`src/rtl/counter_pkg.sv`:
```
// Shared constants and helpers for the up/down modulo counter and its prescaler.
package counter_pkg;

  localparam logic C_DIR_UP = 1'b1;
  localparam logic C_DIR_DN = 1'b0;

  localparam int C_MODE_WRAP = 0;
  localparam int C_MODE_SAT  = 1;

  // Prescaler register width: at least one bit even when no division is requested.
  function automatic int prescale_width(input int div);
    int w;
    w = $clog2(div);
    return (w < 1) ? 1 : w;
  endfunction

endpackage

```
`src/rtl/counter_updown_mod_clk_en_prescaler.sv`:
```
// Enable-gated prescaler: emits a count event every G_DIV enabled cycles.
module clk_en_prescaler
  import counter_pkg::*;
#(
  parameter int G_DIV = 1
) (
  input  logic clk,
  input  logic reset,
  input  logic clr,
  input  logic en,
  output logic evt
);

  localparam int              C_PW   = prescale_width(G_DIV);
  localparam logic [C_PW-1:0] C_LAST = C_PW'(G_DIV - 1);

  logic [C_PW-1:0] cnt_r;
  logic [C_PW-1:0] cnt_nxt_s;
  logic            wrap_s;

  // evt is same-cycle so the counter register can act on it at this edge.
  assign wrap_s = (cnt_r == C_LAST);
  assign evt    = en & wrap_s;

  // Next prescaler phase: clear, advance while enabled, or hold.
  always_comb begin
    cnt_nxt_s = cnt_r;
    if (clr) begin
      cnt_nxt_s = '0;
    end else if (en) begin
      if (wrap_s) begin
        cnt_nxt_s = '0;
      end else begin
        cnt_nxt_s = cnt_r + C_PW'(1);
      end
    end else begin
      cnt_nxt_s = cnt_r;
    end
  end

  // Prescaler phase register.
  always_ff @(posedge clk) begin
    if (reset) begin
      cnt_r <= '0;
    end else begin
      cnt_r <= cnt_nxt_s;
    end
  end

endmodule

```
`src/rtl/counter_updown_mod.sv`:
```
// General-purpose up/down counter with runtime modulus, wrap/saturate boundary,
// load, prescaled enable, registered terminal-count pulse and sticky overflow.
module counter_updown_mod
  import counter_pkg::*;
#(
  parameter int G_WIDTH    = 4,
  parameter int G_PRESCALE = 1,
  parameter int G_MODE_SAT = 0
) (
  input  logic               clk,
  input  logic               reset,
  input  logic               en,
  input  logic               up_dn,
  input  logic               load,
  input  logic [G_WIDTH-1:0] load_val,
  input  logic [G_WIDTH-1:0] limit,
  input  logic               clr_ovf,
  output logic [G_WIDTH-1:0] out,
  output logic               tc,
  output logic               ovf
);

  localparam logic C_SAT = (G_MODE_SAT == C_MODE_SAT);

  logic [G_WIDTH-1:0] count_r;
  logic [G_WIDTH-1:0] count_nxt_s;
  logic               tc_r;
  logic               ovf_r;
  logic               ovf_nxt_s;
  logic               bnd_s;
  logic               evt_s;

  clk_en_prescaler #(
    .G_DIV (G_PRESCALE)
  ) u_prescaler (
    .clk   (clk),
    .reset (reset),
    .clr   (load),
    .en    (en),
    .evt   (evt_s)
  );

  // Next count and boundary detection; load beats a count event in the same cycle.
  always_comb begin
    count_nxt_s = count_r;
    bnd_s       = 1'b0;
    if (load) begin
      if (load_val <= limit) begin
        count_nxt_s = load_val;
      end else begin
        count_nxt_s = limit;
      end
    end else if (evt_s) begin
      if (up_dn == C_DIR_UP) begin
        if (count_r < limit) begin
          count_nxt_s = count_r + G_WIDTH'(1);
        end else begin
          bnd_s       = 1'b1;
          count_nxt_s = C_SAT ? limit : '0;
        end
      end else begin
        // A count above a freshly lowered limit is pulled back without flagging a boundary.
        if (count_r > limit) begin
          count_nxt_s = limit;
        end else if (count_r != '0) begin
          count_nxt_s = count_r - G_WIDTH'(1);
        end else begin
          bnd_s       = 1'b1;
          count_nxt_s = C_SAT ? '0 : limit;
        end
      end
    end else begin
      count_nxt_s = count_r;
    end
  end

  // Sticky overflow: a boundary in the same cycle beats clr_ovf.
  always_comb begin
    ovf_nxt_s = ovf_r;
    if (bnd_s) begin
      ovf_nxt_s = 1'b1;
    end else if (clr_ovf) begin
      ovf_nxt_s = 1'b0;
    end else begin
      ovf_nxt_s = ovf_r;
    end
  end

  // Count, terminal-count and overflow registers.
  always_ff @(posedge clk) begin
    if (reset) begin
      count_r <= '0;
      tc_r    <= 1'b0;
      ovf_r   <= 1'b0;
    end else begin
      count_r <= count_nxt_s;
      tc_r    <= bnd_s;
      ovf_r   <= ovf_nxt_s;
    end
  end

  assign out = count_r;
  assign tc  = tc_r;
  assign ovf = ovf_r;

endmodule

```
`config.mk`:
```
export PLATFORM = sky130hd
export DESIGN_NAME = counter_updown_mod
export DESIGN_NICKNAME = d
export VERILOG_FILES = /design/src/rtl/counter_pkg.sv /design/src/rtl/counter_updown_mod_clk_en_prescaler.sv /design/src/rtl/counter_updown_mod.sv
export SDC_FILE = /design/constraint.sdc
export NUM_CORES = 1
export LEC_CHECK = 0
export ABC_CLOCK_PERIOD_IN_PS = 4100
export CAP_MARGIN = 10
export CORE_MARGIN = 5
export CORE_UTILIZATION = 27
export DETAILED_ROUTE_END_ITERATION = 10
export GPL_TIMING_DRIVEN = 0
export SETUP_SLACK_MARGIN = 0.15
export SLEW_MARGIN = 20
export SYNTH_ARGS = -nofsm -noshare
export SYNTH_HDL_FRONTEND = slang
export SYNTH_HIERARCHICAL = 1
export SYNTH_SLANG_ARGS = --single-unit
```
`constraint.sdc`:
```
create_clock -name clk -period 4.1 [get_ports clk]
set_input_delay 0.82 -clock clk [delete_from_list [all_inputs] [get_ports clk]]
set_output_delay 0.82 -clock clk [all_outputs]
set_load 0.05 [all_outputs]
```
==> results.json <==
{
  "worst_slew_margin_rel": 0.6639,
  "grt_max_degree": 11,
  "comb_power_share": 0.582,
  "cts_resized": 0,
  "cp.buffers_inverters": 2,
  "synth.yosys.seq_area_share": 0.1352,
  "yosysTopAreaCell": "sky130_fd_sc_hd__ha_1",
  "required_ns": 4.25,
  "post-cts-setup-buffers": 0,
  "post_synth_inst_count": 106,
  "diodes": 0,
  "netlist_top_cells_area": "sky130_fd_sc_hd__ha_1, sky130_fd_sc_hd__dfxtp_1, sky130_fd_sc_hd__a221oi_2",
  "max_freq_mhz": 349.4,
  "clk_sink_count": 6,
  "ctsRootBufferMaster": "sky130_fd_sc_hd__clkbuf_4",
  "timing.max_cap.violations": 0,
  "avgRoutedWirePerCell_um": 13.82,
  "peakVddDrop_uv": 87.60,
  "netSwitchingFraction": 0.4252,
  "power_switching_uw": 129.2,
  "post-route-period-util": 0.6981,
  "pwr-share-clk": 0.174,
  "worst_setup_path_end_kind": "flip-flop",
  "routed-via-count": 875,
  "port_buffers": 18,
  "tightestPinTransition_ns": 0.5026,
  "area_growth_pct": 29.01,
  "globalRoute.totalOverflow": 0,
  "prevailing_post_synth_register_cell": "sky130_fd_sc_hd__dfxtp_1",
  "critPathMaxStageDelay_ns": 0.48,
  "synth-edff-count": 0,
  "via_count_of_the_first_global_routing_pass": 846,
  "ys_seq_elements": 6,
  "syn_avg_cell_area_um2": 8.381,
  "synth_cell_type_count": 41,
  "arrival_time_of_data_at_the_critical_path_endpoint_ns": 3.01,
  "seqPwrFrac": 0.244,
  "fraction_of_layout_instances_using_a_drive_strength_above_1": 0.1732,
  "critical-path-top-delay-family": "compound AO/OA/AOI/OAI gates",
  "static-leakage-power_uw": 0.0004689,
  "cts_made_buffers": 3,
  "grt_antenna_before_repair": 0,
  "grt_use_total": 0.1110,
  "setup_viol": 0,
  "unrepaired_setup_endpoints_after_global_routing": "no",
  "synthesis.nets": 131,
  "synth.cell_area_um2": 888.4,
  "setup.worst_path.class": "input port to flip-flop",
  "wire_length_of_the_first_global_routing_pass_um": 3864,
  "layout.nets": 154,
  "power.total_uw": 303.8,
  "skew_ns": 0.0003288,
  "period_minus_slack_ns": 2.862,
  "row_count": 20,
  "die_y_um": 67.36,
  "yosysWarningCount": 6,
  "drt_first_pass_iters": 4,
  "timing_max_transition_violations_final": 0,
  "cts-root-to-sink-buffers": 2,
  "worstPathCellList": "clkdlybuf4s50_1 -> inv_1 -> ha_1 -> nor2b_1 -> o21a_1 -> o21ai_1 -> mux2_2 -> a221oi_2",
  "netlist.area_leader.share": 0.1549,
  "floorplan.initialDensity": 0.2863,
  "worst_setup_hold_path_clk_slew_ns": 0.04,
  "p_int_uw": 174.6,
  "io_pins": 20,
  "critPathSlowestCell": "sky130_fd_sc_hd__clkdlybuf4s50_1",
  "cts_htree_levels": 1,
  "min_path_type": "flip-flop to flip-flop",
  "dieArea_um2": 4537,
  "place_congestion": 0.7716,
  "fp.dieW_um": 67.36,
  "dpl-instance-area_um2": 1124,
  "core-area_um2": 3103,
  "fin_setup_tns_ns": 0,
  "final_design_instance_area_without_fill_um2": 1146,
  "wl_um": 2363,
  "dpl.hpwl_um": 1993,
  "power_per_cell_area_nw_per_um2": 265.1,
  "holdBufCountCts": 0,
  "cp_max_fo": 4,
  "drtIter0Drc": 68,
  "async_flop_share": 0,
  "ant_nets": 0,
  "clk_latency_ns": 0.24,
  "run_status": "completed",
  "finalHoldViolCount": 0,
  "drt_drc_violations_left": 0,
  "avgViaCountPerCell": 5.117,
  "critPathLaunchType": "input port",
  "tritoncts": "yes"
}
-- worst register-to-register path, cell delays in order (launching register included) --
cell                       delay [ns]
sky130_fd_sc_hd__dfxtp_1         0.46
sky130_fd_sc_hd__inv_1           0.14
sky130_fd_sc_hd__ha_1            0.30
sky130_fd_sc_hd__nand4_1         0.17
sky130_fd_sc_hd__nor2_1          0.30
sky130_fd_sc_hd__a21oi_1         0.13
sky130_fd_sc_hd__a32oi_1         0.33
sky130_fd_sc_hd__a221oi_2        0.10
-- area by class of cell --
class                           count  area [um2]
Tap cell                           44       55.05
Timing Repair Buffer               18       180.2
Fill cell                         342        1957
Multi-Input combinational cell     88       711.9
Clock buffer                        3       22.52
Buffer                              5       30.03
Sequential cell                     6       120.1
Inverter                            7       26.28
-- power groups by stage --
stage          logic, uW  registers [uW]  clock network [uW]
2_1_floorplan        108            91.4                   0
3_3_place_gp         173            75.3                   0
3_5_place_dp         176            75.7                   0
4_1_cts              177            74.5                56.3
5_1_grt              192            75.8                62.8
6_report             177            74.3                52.8
-- cell families after synthesis --
family,share of synthesized area
adder cells (fa/ha/maj),0.1549
flip-flops,0.1352
buffers and inverters,0.06338
AO/OA/AOI/OAI,0.3338
XOR/XNOR,0.03944
multiplexers,0.05070
AND/OR/NAND/NOR,0.2225
-- registers in the layout, summed over array words and instances, names as in the netlist --
register / cells
out: 4
ovf: 1
tc: 1
-- Yosys cell counts, types with 2 or more instances --
| library cell | n |
|---|---|
| sky130_fd_sc_hd__nand3_1 | 5 |
| sky130_fd_sc_hd__xor2_1 | 3 |
| sky130_fd_sc_hd__ha_1 | 11 |
| sky130_fd_sc_hd__a21oi_1 | 6 |
| sky130_fd_sc_hd__inv_1 | 6 |
| sky130_fd_sc_hd__nor2_1 | 12 |
| sky130_fd_sc_hd__nor2b_1 | 2 |
| sky130_fd_sc_hd__nor3_1 | 6 |
| sky130_fd_sc_hd__o21ai_0 | 4 |
| sky130_fd_sc_hd__a211oi_2 | 2 |
| sky130_fd_sc_hd__clkbuf_1 | 3 |
| sky130_fd_sc_hd__nand4_1 | 2 |
| sky130_fd_sc_hd__o41ai_1 | 2 |
| sky130_fd_sc_hd__a31oi_1 | 2 |
| sky130_fd_sc_hd__dfxtp_1 | 6 |
| sky130_fd_sc_hd__a221oi_2 | 3 |
| sky130_fd_sc_hd__a211o_1 | 4 |
| sky130_fd_sc_hd__mux2_2 | 4 |
-- per-layer routing --
metal / GRT usage / wire, um
met1: 0.1388 / 1056
met4: 0.03038 / 8
met2: 0.1914 / 1188
met5: 0 / 0
met3: 0.02329 / 110
-- cells in the final DEF (no fill, tap or decap), types with 2 or more instances in the layout --
| master | netlist | routed |
|---|---|---|
| sky130_fd_sc_hd__ha_1 | 11 | 11 |
| sky130_fd_sc_hd__nor3_1 | 6 | 6 |
| sky130_fd_sc_hd__nor2b_1 | 2 | 2 |
| sky130_fd_sc_hd__a211oi_2 | 2 | 2 |
| sky130_fd_sc_hd__nand4_1 | 2 | 2 |
| sky130_fd_sc_hd__clkdlybuf4s50_1 | 0 | 18 |
| sky130_fd_sc_hd__nand3_1 | 5 | 5 |
| sky130_fd_sc_hd__a31oi_1 | 2 | 2 |
| sky130_fd_sc_hd__clkbuf_4 | 0 | 3 |
| sky130_fd_sc_hd__o21ai_0 | 4 | 4 |
| sky130_fd_sc_hd__a21oi_1 | 6 | 6 |
| sky130_fd_sc_hd__inv_1 | 6 | 6 |
| sky130_fd_sc_hd__nor2_1 | 12 | 12 |
| sky130_fd_sc_hd__o41ai_1 | 2 | 2 |
| sky130_fd_sc_hd__a221oi_2 | 3 | 3 |
| sky130_fd_sc_hd__mux2_2 | 4 | 4 |
| sky130_fd_sc_hd__clkbuf_1 | 3 | 3 |
| sky130_fd_sc_hd__xor2_1 | 3 | 3 |
| sky130_fd_sc_hd__a211o_1 | 4 | 4 |
| sky130_fd_sc_hd__dfxtp_1 | 6 | 6 |
-- per-stage QoR --
| step | std cells | hold slack, ns | setup WS, ns | utilization |
|---|---|---|---|---|
| CTS | 171 | 0.4607 | 1.263 | 0.3694 |
| finish | 171 | 0.4540 | 1.238 | 0.3694 |
| global route | 171 | 0.4834 | 1.086 | 0.3694 |
| global placement | 168 | 0.4441 | 1.006 | 0.3621 |
| detailed placement | 168 | 0.4497 | 1.020 | 0.3621 |
| floorplan | 106 | 0.6700 | 1.668 | - |
-- worst paths after layout --
check	depth (start not counted)	startpoint	end	slack, ns
setup reg to reg	7	out[0]$_SDFFE_PP0P_	out[0]$_SDFFE_PP0P_	2.03
hold / removal	2	ovf$_SDFFE_PP0P_	ovf$_SDFFE_PP0P_	0.45
setup / recovery	8	limit[1]	out[2]$_SDFFE_PP0P_	1.24
hold reg to reg	2	ovf$_SDFFE_PP0P_	ovf$_SDFFE_PP0P_	0.45
Power figures use the tool's default switching activity.
